===== src/rtl/usart_pkg.sv =====
`default_nettype none
// ============================================================================
// Module      : usart_pkg
// Description : Shared definitions for the USART transmitter and receiver:
//               frame state encoding, bit-period helper and the idle line
//               level.
// Ports       : none (package)
// Revision    : 1.0 - initial release
// ============================================================================
package usart_pkg;

    // Frame sequencing states; PARITY is only reachable in parity builds.
    typedef enum logic [2:0] {
        IDLE   = 3'd0,
        START  = 3'd1,
        DATA   = 3'd2,
        PARITY = 3'd3,
        STOP   = 3'd4
    } state_t;

    // Line level while no frame is on the wire.
    localparam logic IDLE_LEVEL = 1'b1;

    // System clocks per serial bit (integer divide, truncating).
    function automatic int clks_per_bit(input int clk_freq, input int baud_rate);
        return clk_freq / baud_rate;
    endfunction

endpackage
`default_nettype wire


===== src/rtl/usart_baud_gen.sv =====
`default_nettype none
// ============================================================================
// Module      : usart_baud_gen
// Description : Bit-period timer. Counts 0..CLKS_PER_BIT-1 and flags the last
//               cycle of each bit period. Held at zero while clr_i is high so
//               the first bit after a clear gets its full width.
// Ports       : clk        - system clock
//               reset      - synchronous reset, active-low
//               clr_i      - synchronous counter clear
//               bit_tick_o - high on the last cycle of every bit period
// Revision    : 1.0 - initial release
// ============================================================================
module usart_baud_gen #(
    parameter int CLKS_PER_BIT = 868
) (
    input  logic clk,
    input  logic reset,
    input  logic clr_i,
    output logic bit_tick_o
);

    localparam int CNT_W = $clog2(CLKS_PER_BIT);
    localparam logic [CNT_W-1:0] CNT_LAST = CNT_W'(CLKS_PER_BIT - 1);

    logic [CNT_W-1:0] cnt_q;
    logic [CNT_W-1:0] cnt_d;

    assign bit_tick_o = (cnt_q == CNT_LAST) && !clr_i;

    always_comb begin
        cnt_d = cnt_q + CNT_W'(1);
        if (clr_i || bit_tick_o) begin
            cnt_d = '0;
        end
    end

    always_ff @(posedge clk) begin
        if (!reset) begin
            cnt_q <= '0;
        end else begin
            cnt_q <= cnt_d;
        end
    end

endmodule
`default_nettype wire


===== src/rtl/usart_tx.sv =====
`default_nettype none
// ============================================================================
// Module      : usart_tx
// Description : USART serial transmitter. Accepts one word per valid/ready
//               handshake and sends start bit, data LSB first, optional even
//               parity and STOP_BITS stop bits on a registered tx line.
//               Optional feature macro: USART_TX_PARITY_EN (even parity bit).
// Ports       : clk   - system clock
//               reset - synchronous reset, active-low
//               data  - word to send, sampled on the accept cycle
//               valid - upstream request
//               ready - word can be accepted this cycle (IDLE only)
//               tx    - serial line, idle high
//               busy  - frame in progress
//               done  - one-cycle pulse in the final cycle of the last stop bit
// Revision    : 1.0 - initial release
// ============================================================================
module usart_tx
    import usart_pkg::*;
#(
    parameter int CLK_FREQ  = 100000000,
    parameter int BAUD_RATE = 115200,
    parameter int DATA_BITS = 8,
    parameter int STOP_BITS = 1
) (
    input  logic                 clk,
    input  logic                 reset,
    input  logic [DATA_BITS-1:0] data,
    input  logic                 valid,
    output logic                 ready,
    output logic                 tx,
    output logic                 busy,
    output logic                 done
);

    localparam int CLKS_PER_BIT = clks_per_bit(CLK_FREQ, BAUD_RATE);
    localparam int IDX_W        = $clog2(DATA_BITS);
    localparam logic [IDX_W-1:0] LAST_DATA = IDX_W'(DATA_BITS - 1);
    localparam logic [IDX_W-1:0] LAST_STOP = IDX_W'(STOP_BITS - 1);

    state_t               state_q, state_d;
    logic [DATA_BITS-1:0] shift_q, shift_d;
    logic [IDX_W-1:0]     idx_q,   idx_d;
    logic                 tx_q,    tx_d;
    logic                 bit_tick;
    logic                 accept;
`ifdef USART_TX_PARITY_EN
    logic                 par_q,   par_d;
`endif

    // Timer is held cleared in IDLE so START always gets a full bit period.
    usart_baud_gen #(
        .CLKS_PER_BIT (CLKS_PER_BIT)
    ) u_baud_gen (
        .clk        (clk),
        .reset      (reset),
        .clr_i      (state_q == IDLE),
        .bit_tick_o (bit_tick)
    );

    // ready is gated by reset so nothing is accepted while reset is held.
    assign ready  = (state_q == IDLE) && reset;
    assign busy   = (state_q != IDLE);
    assign accept = valid && ready;
    assign tx     = tx_q;

    always_comb begin
        state_d = state_q;
        shift_d = shift_q;
        idx_d   = idx_q;
        done    = 1'b0;
`ifdef USART_TX_PARITY_EN
        par_d   = par_q;
`endif
        unique case (state_q)
            IDLE: begin
                if (accept) begin
                    shift_d = data;
                    idx_d   = '0;
                    state_d = START;
`ifdef USART_TX_PARITY_EN
                    par_d   = ^data;
`endif
                end
            end
            START: begin
                if (bit_tick) begin
                    idx_d   = '0;
                    state_d = DATA;
                end
            end
            DATA: begin
                if (bit_tick) begin
                    if (idx_q == LAST_DATA) begin
                        idx_d   = '0;
`ifdef USART_TX_PARITY_EN
                        state_d = PARITY;
`else
                        state_d = STOP;
`endif
                    end else begin
                        idx_d   = idx_q + IDX_W'(1);
                        shift_d = {1'b0, shift_q[DATA_BITS-1:1]};
                    end
                end
            end
            PARITY: begin
`ifdef USART_TX_PARITY_EN
                if (bit_tick) begin
                    idx_d   = '0;
                    state_d = STOP;
                end
`else
                state_d = IDLE;
`endif
            end
            STOP: begin
                if (bit_tick) begin
                    if (idx_q == LAST_STOP) begin
                        idx_d   = '0;
                        done    = 1'b1;
                        state_d = IDLE;
                    end else begin
                        idx_d   = idx_q + IDX_W'(1);
                    end
                end
            end
            default: begin
                state_d = IDLE;
            end
        endcase

        // tx is registered, so it is derived from the next state: the line
        // level changes on the same edge as the state.
        tx_d = IDLE_LEVEL;
        unique case (state_d)
            START:   tx_d = 1'b0;
            DATA:    tx_d = shift_d[0];
`ifdef USART_TX_PARITY_EN
            PARITY:  tx_d = par_d;
`endif
            default: tx_d = IDLE_LEVEL;
        endcase
    end

    always_ff @(posedge clk) begin
        if (!reset) begin
            state_q <= IDLE;
            shift_q <= '0;
            idx_q   <= '0;
            tx_q    <= IDLE_LEVEL;
`ifdef USART_TX_PARITY_EN
            par_q   <= 1'b0;
`endif
        end else begin
            state_q <= state_d;
            shift_q <= shift_d;
            idx_q   <= idx_d;
            tx_q    <= tx_d;
`ifdef USART_TX_PARITY_EN
            par_q   <= par_d;
`endif
        end
    end

endmodule
`default_nettype wire


===== config.mk =====
export PLATFORM = sky130hd
export DESIGN_NAME = usart_tx
export DESIGN_NICKNAME = d
export VERILOG_FILES = /design/src/rtl/usart_pkg.sv /design/src/rtl/usart_baud_gen.sv /design/src/rtl/usart_tx.sv
export SDC_FILE = /design/constraint.sdc
export NUM_CORES = 1
export LEC_CHECK = 0
export CAP_MARGIN = 5
export CORE_ASPECT_RATIO = 0.6
export CORE_MARGIN = 2
export CORE_UTILIZATION = 38
export DETAILED_ROUTE_END_ITERATION = 8
export HOLD_SLACK_MARGIN = 0.08
export SYNTH_ARGS = -nofsm -noshare
export SYNTH_HDL_FRONTEND = slang
export SYNTH_SLANG_ARGS = --single-unit

===== constraint.sdc =====
create_clock -name clk -period 2.8 [get_ports clk]
set_input_delay 0.42 -clock clk [delete_from_list [all_inputs] [get_ports clk]]
set_output_delay 0.42 -clock clk [all_outputs]
set_load 0.1 [all_outputs]

### Yosys cells after proc, flatten, opt, wreduce, memory -nomap -nowiden

Index checks and enable logic that the tools add are counted.

| word-level totals | value |
|---|---|
| register bits after elaboration | 25 |
| input port bits | 11 |
| output and inout bits | 4 |
| word-level logic and storage cells | 56 |

| operators by class | value |
|---|---|
| $add $sub $neg | 2 |
| equality and inequality tests | 12 |
| multiplexer cells | 22 |
| bitwise operators | 1 |
| reduce and logical (&&, ||, !) cells | 13 |

Operators with widths:

| cell | number |
|---|---|
| $mux W3 | 12 |
| $mux W8 | 3 |
| $pmux W3 S4 | 2 |
| $pmux W8 S2 | 1 |
| $add A10 B1 Y10 const B | 1 |
| $eq A10 B10 Y1 const B | 1 |
| $eq A3 B1 Y1 const B | 2 |
| $eq A3 B2 Y1 const B | 2 |
| $eq A3 B3 Y1 const B | 2 |
| $logic_not A3 Y1 | 2 |
| $ne A2 B1 Y1 const B | 3 |
| $reduce_and A5 Y1 | 1 |
| $ne A2 B2 Y1 const B | 2 |
| $reduce_and A4 Y1 | 1 |
| $reduce_bool A4 Y1 | 1 |
| $add A3 B1 Y3 const B | 1 |
| $logic_and A1 B1 Y1 | 3 |
| $mux W1 | 3 |
| $reduce_bool A3 Y1 | 1 |
| $pmux W1 S2 | 1 |
| $reduce_bool A2 Y1 | 1 |
| $reduce_or A2 Y1 | 1 |
| $logic_not A1 Y1 | 1 |
| $logic_or A1 B1 Y1 | 1 |
| $not A1 Y1 | 1 |

### Longest topological paths before layout

Gate-level depths: netlist (run 1).

| depth | value |
|---|---|
| depth in word-level cells | 7 |
| depth in mapped cells | 6 |
| gate-level depth less buffers | 6 |

### Modules after synthesis

From an unflattened synthesis (run 1), not the netlist that was laid out.

| second synthesis, totals | value |
|---|---|
| cell total of the unflattened synthesis | 149 |
| area, all modules | 1292.5 µm² |

By module, submodules not included:

| module | instances | cells each | area each (µm²) |
|---|---|---|---|
| usart_tx | 1 | 95 | 838.3 |
| usart_baud_gen | 1 | 54 | 454.2 |

### Worst setup path before layout (run 1)

Ideal clock, no wire load.

| path | value |
|---|---|
| kind | register to output |
| from | register state_q[0] |
| to | output port done |
| data arrival time | 2.427 ns |
| data required time | 2.380 ns |
| path slack | -0.047 ns |
| cell stages (with the launch flop) | 6 |
| buffers on the path | 1 |
| cell sequence | dfxtp_1 > clkbuf_1 > nor3_1 > inv_1 > and2_1 > and3_1 |

| between the ends | value |
|---|---|
| cells in the longest elaborated chain, start to end | 5 |

Ends and longest elaborated chain:

| item | RTL line | source |
|---|---|---|
| start, declared | usart_tx.sv:41 | `state_t state_q, state_d;` |
| start signal, assigned | usart_tx.sv:156 | `state_q <= state_d;` |
| $logic_not A3 Y1 | usart_tx.sv:57 | `.clr_i (state_q == IDLE),` |
| $logic_not A1 Y1 | usart_baud_gen.sv:28 | `assign bit_tick_o = (cnt_q == CNT_LAST) && !clr_i;` |
| $logic_and A1 B1 Y1 | usart_baud_gen.sv:28 |  |
| $mux W1 | usart_tx.sv:118 | `if (bit_tick) begin` |
| $mux W1 * | usart_tx.sv:75 | `unique case (state_q)` |
| end, declared | usart_tx.sv:33 | `output logic done` |

Mark *: on every way between the ends. The rest lies on a longest branch, timed or not.

### Final worst setup path (run 1)

| path | value |
|---|---|
| from | register u_baud_gen.cnt_q[2] |
| to | output port done |

| between the ends | value |
|---|---|
| cells in the longest elaborated chain, start to end | 4 |

Ends and longest elaborated chain:

| item | RTL line | source |
|---|---|---|
| start, declared | usart_baud_gen.sv:25 | `logic [CNT_W-1:0] cnt_q;` |
| start signal, assigned | usart_baud_gen.sv:41 | `cnt_q <= cnt_d;` |
| $eq A10 B10 Y1 | usart_baud_gen.sv:28 |  |
| $logic_and A1 B1 Y1 | usart_baud_gen.sv:28 |  |
| $mux W1 | usart_tx.sv:118 |  |
| $mux W1 | usart_tx.sv:75 |  |

No other way between the ends.

==> impl_metrics.csv, run 1 <==
group,metric,value,unit
placed_design,port-buffer-count,14,
final_layout,drive_above_1_share,13.1,%
floorplan,num_io_pins,15,
critical_path,rr_startpoint,"idx_q[0]",
logic_synthesis,synth_area_per_cell,9.42,um2
clocking,cts_root_buffer,"clkbuf_8",
sta,setup_tns,0,ps
logic_synthesis,synth_flop_cell,"dfxtp_1",
sta,finClkSkew,6.97,ps
sta,slew_viol_final,0,
final_layout,design_area,1550,um2
global_routing,antenna_found_initial,0,
logic_synthesis,syn_area,1310,um2
logic_synthesis,ys_top_cells_by_area,"dfxtp_1, nor3b_1, xnor2_1",
worst_hold_path,min_path_type,"reg2reg",
logic_synthesis,ys_warn_count,0,
critical_path,r2r_slack,680,ps
final_layout,multiInputGateArea,761,um2
clocking,htree_levels,1,
logic_synthesis,synth.largest_area_cell,"dfxtp_1",
logic_synthesis,yosysTopAreaCellShare,38.2,%
critical_path,setup.worst_path.end,"done",
power,power_leakage,0.583,nW
clocking,clkSinkCount,25,
global_routing,grt-ovfl-total,0,
critical_path,path_max_fanout,8,
detailed_routing,ant_nets,0,
final_layout,diodes,0,
logic_synthesis,yosysSeqAreaShare,38.2,%
run_status,outcome,"completed",
critical_path,worstPathRequired,2380,ps
final_layout,synthToLayoutAreaGrowth,18.4,%
critical_path,crit_start,"u_baud_gen.cnt_q[2]",
sta,tightestPinTransition,749,ps
global_routing,grt_max_degree,20,
clocking,postCtsSetupBuffers,0,
detailed_routing,first_pass_iters,4,
global_routing,grt_pass1_wl,4.24,mm
critical_path,worst_ep_arrival_time,2000,ps
detailed_routing,routed_wl,2.50,mm
placed_design,dpl_cell_area,1500,um2
sta,finalHoldViolCount,0,
logic_synthesis,syn_nets,154,
critical_path,cp-end-kind,"output pin",
floorplan,core-area,3280,um2
logic_synthesis,ys_types,40,
clocking,cts_resized,0,
global_routing,grtUsageTotal,13.6,%
logic_synthesis,async_flop_share,0,%
sta,slew_headroom,49.9,%
detailed_routing,drt-initial-drc-count,59,
sta,fmax,0.414,GHz
final_layout,final_nets,169,
sta,period_share,86.3,%
critical_path,startpoint_type,"register",
sta,rsz0062_at_grt,"no",
logic_synthesis,ys_seq_elements,25,
final_layout,nFillCells,336,
clocking,cts-hold-fix-buffers,0,
clocking,clk_latency,270,ps
placed_design,hpwl,1.87,mm
sta,setup_viol,0,
floorplan,start_util,39.9,%
power,vdd_drop_max,0.000204,V
logic_synthesis,synth_most_common_cell,"dfxtp_1",
global_routing,first_global_vias,908,
floorplan,row_count,16,
detailed_routing,routedWlPerCell,12.6,um
placed_design,gp_congestion,0.808,
final_layout,seq_area,500,um2
sta,period_needed,2420,ps
clocking,cts_tree,"built",
critical_path,criticalPathCategory,"reg2out",
floorplan,die_w,79.8,um
critical_path,r2r-end,"shift_q[6]",
floorplan,dieArea,3950,um2
floorplan,die_y,49.5,um
detailed_routing,detail_route.vias_per_cell,5.14,
detailed_routing,drcViolationCount,0,
logic_synthesis,synth_edf_count,0,
power,power.density,433,nW/um2
clocking,cts_buffers,3,
clocking,ctsLongestPathBuffers,2,
logic_synthesis,synthTopCellsByCount,"dfxtp_1, nor2_1, nand2_1, nor3b_1, o21a_1",
run,cap_violations,0,
logic_synthesis,netlist_instances,139,
detailed_routing,num_vias,1017,
critical_path,rr_worst_depth,6,
clocking,cts.clk_slew.worst_paths,90,ps
[power breakdown]
part	leakage (nW)	total, mW	switching (mW)	internal, mW
clock	0.0217	0.218	0.117	0.101
sequential	0.203	0.370	0.00676	0.364
combinational	0.359	0.0843	0.0474	0.0369
total	0.583	0.672	0.171	0.501
[worst max-delay path: stages, from the launching register on]
cell and delay (ps):
dfxtp_1 360, or4b_4 610, nor3_4 300, and3_2 280, buf_12 170
[cell families (layout without fill, tap and decap cells)]
group	count (synthesis)	in the layout	share of synthesized area (%)
mux	3	3	2.29
simple gates	59	59	29.6
xor+xnor	9	9	6.02
fa+ha+maj	4	4	3.82
compound gates	28	28	16.2
flops	25	25	38.2
buf+inv	11	25	3.82
[layout make-up]
cell class,instances,area share [%]
clock buffer,3,2.66
clock inverter,1,0.484
inverter,6,1.45
multi-input combinational,103,49.0
sequential,25,32.3
tap,45,3.63
timing repair buffer,15,10.5
[metrics by stage]
| stage | hold WS [ps] | std cells | utilization [%] | worst slack (ps) | power, mW |
|---|---|---|---|---|---|
| after detailed placement | 444 | 194 | 45.8 | 459 | 0.463 |
| after global placement | 429 | 194 | 45.8 | 485 | 0.462 |
| final | 451 | 198 | 47.3 | 384 | 0.672 |
| after floorplan | 418 | 139 | - | 236 | 0.435 |
| after CTS | 459 | 198 | 47.3 | 355 | 0.684 |
| after global routing | 481 | 198 | 47.3 | 207 | 0.708 |
[sequential cells by signal, indices dropped and copies added (netlist names)]
| register | cells |
|---|---|
| idx_q | 3 |
| shift_q | 8 |
| state_q | 3 |
| tx | 1 |
| u_baud_gen.cnt_q | 10 |
[layer usage]
layer / up-vias / wire length, um / track usage [%]
li1: 521 / - / -
met1: 479 / 1320 / 19.6
met2: 17 / 1100 / 20.2
met3: 0 / 86 / 4.40
met4: 0 / 0 / 2.54
met5: - / 0 / 0
[cells in the final DEF, fill, tap and decap left out, drive strengths merged, types with 5 or more instances in the layout]
cell type / n
a22o: 6
buf: 5
clkdlybuf4s50: 10
dfxtp: 25
inv: 6
nand2: 10
nor2: 15
nor3b: 10
o21a: 8
xnor2: 7
[worst min path at each step]
stage / startpoint / end / slack [ps] / cells past startpoint
floorplan: u_baud_gen.cnt_q[0] / u_baud_gen.cnt_q[0] / 420 / 1
global placement: u_baud_gen.cnt_q[0] / u_baud_gen.cnt_q[0] / 430 / 1
detailed placement: u_baud_gen.cnt_q[0] / u_baud_gen.cnt_q[0] / 440 / 1
CTS: u_baud_gen.cnt_q[0] / u_baud_gen.cnt_q[0] / 460 / 1
global route: u_baud_gen.cnt_q[0] / u_baud_gen.cnt_q[0] / 480 / 1
finish: u_baud_gen.cnt_q[0] / u_baud_gen.cnt_q[0] / 450 / 1
(Power assumes the default switching activity.)
==> inputs of run 2 (changes only) <==
- PLACE_DENSITY: unset -> 0.6
==> results of run 2 <==
Final layout, timing and power as in run 1 (identical DEF).
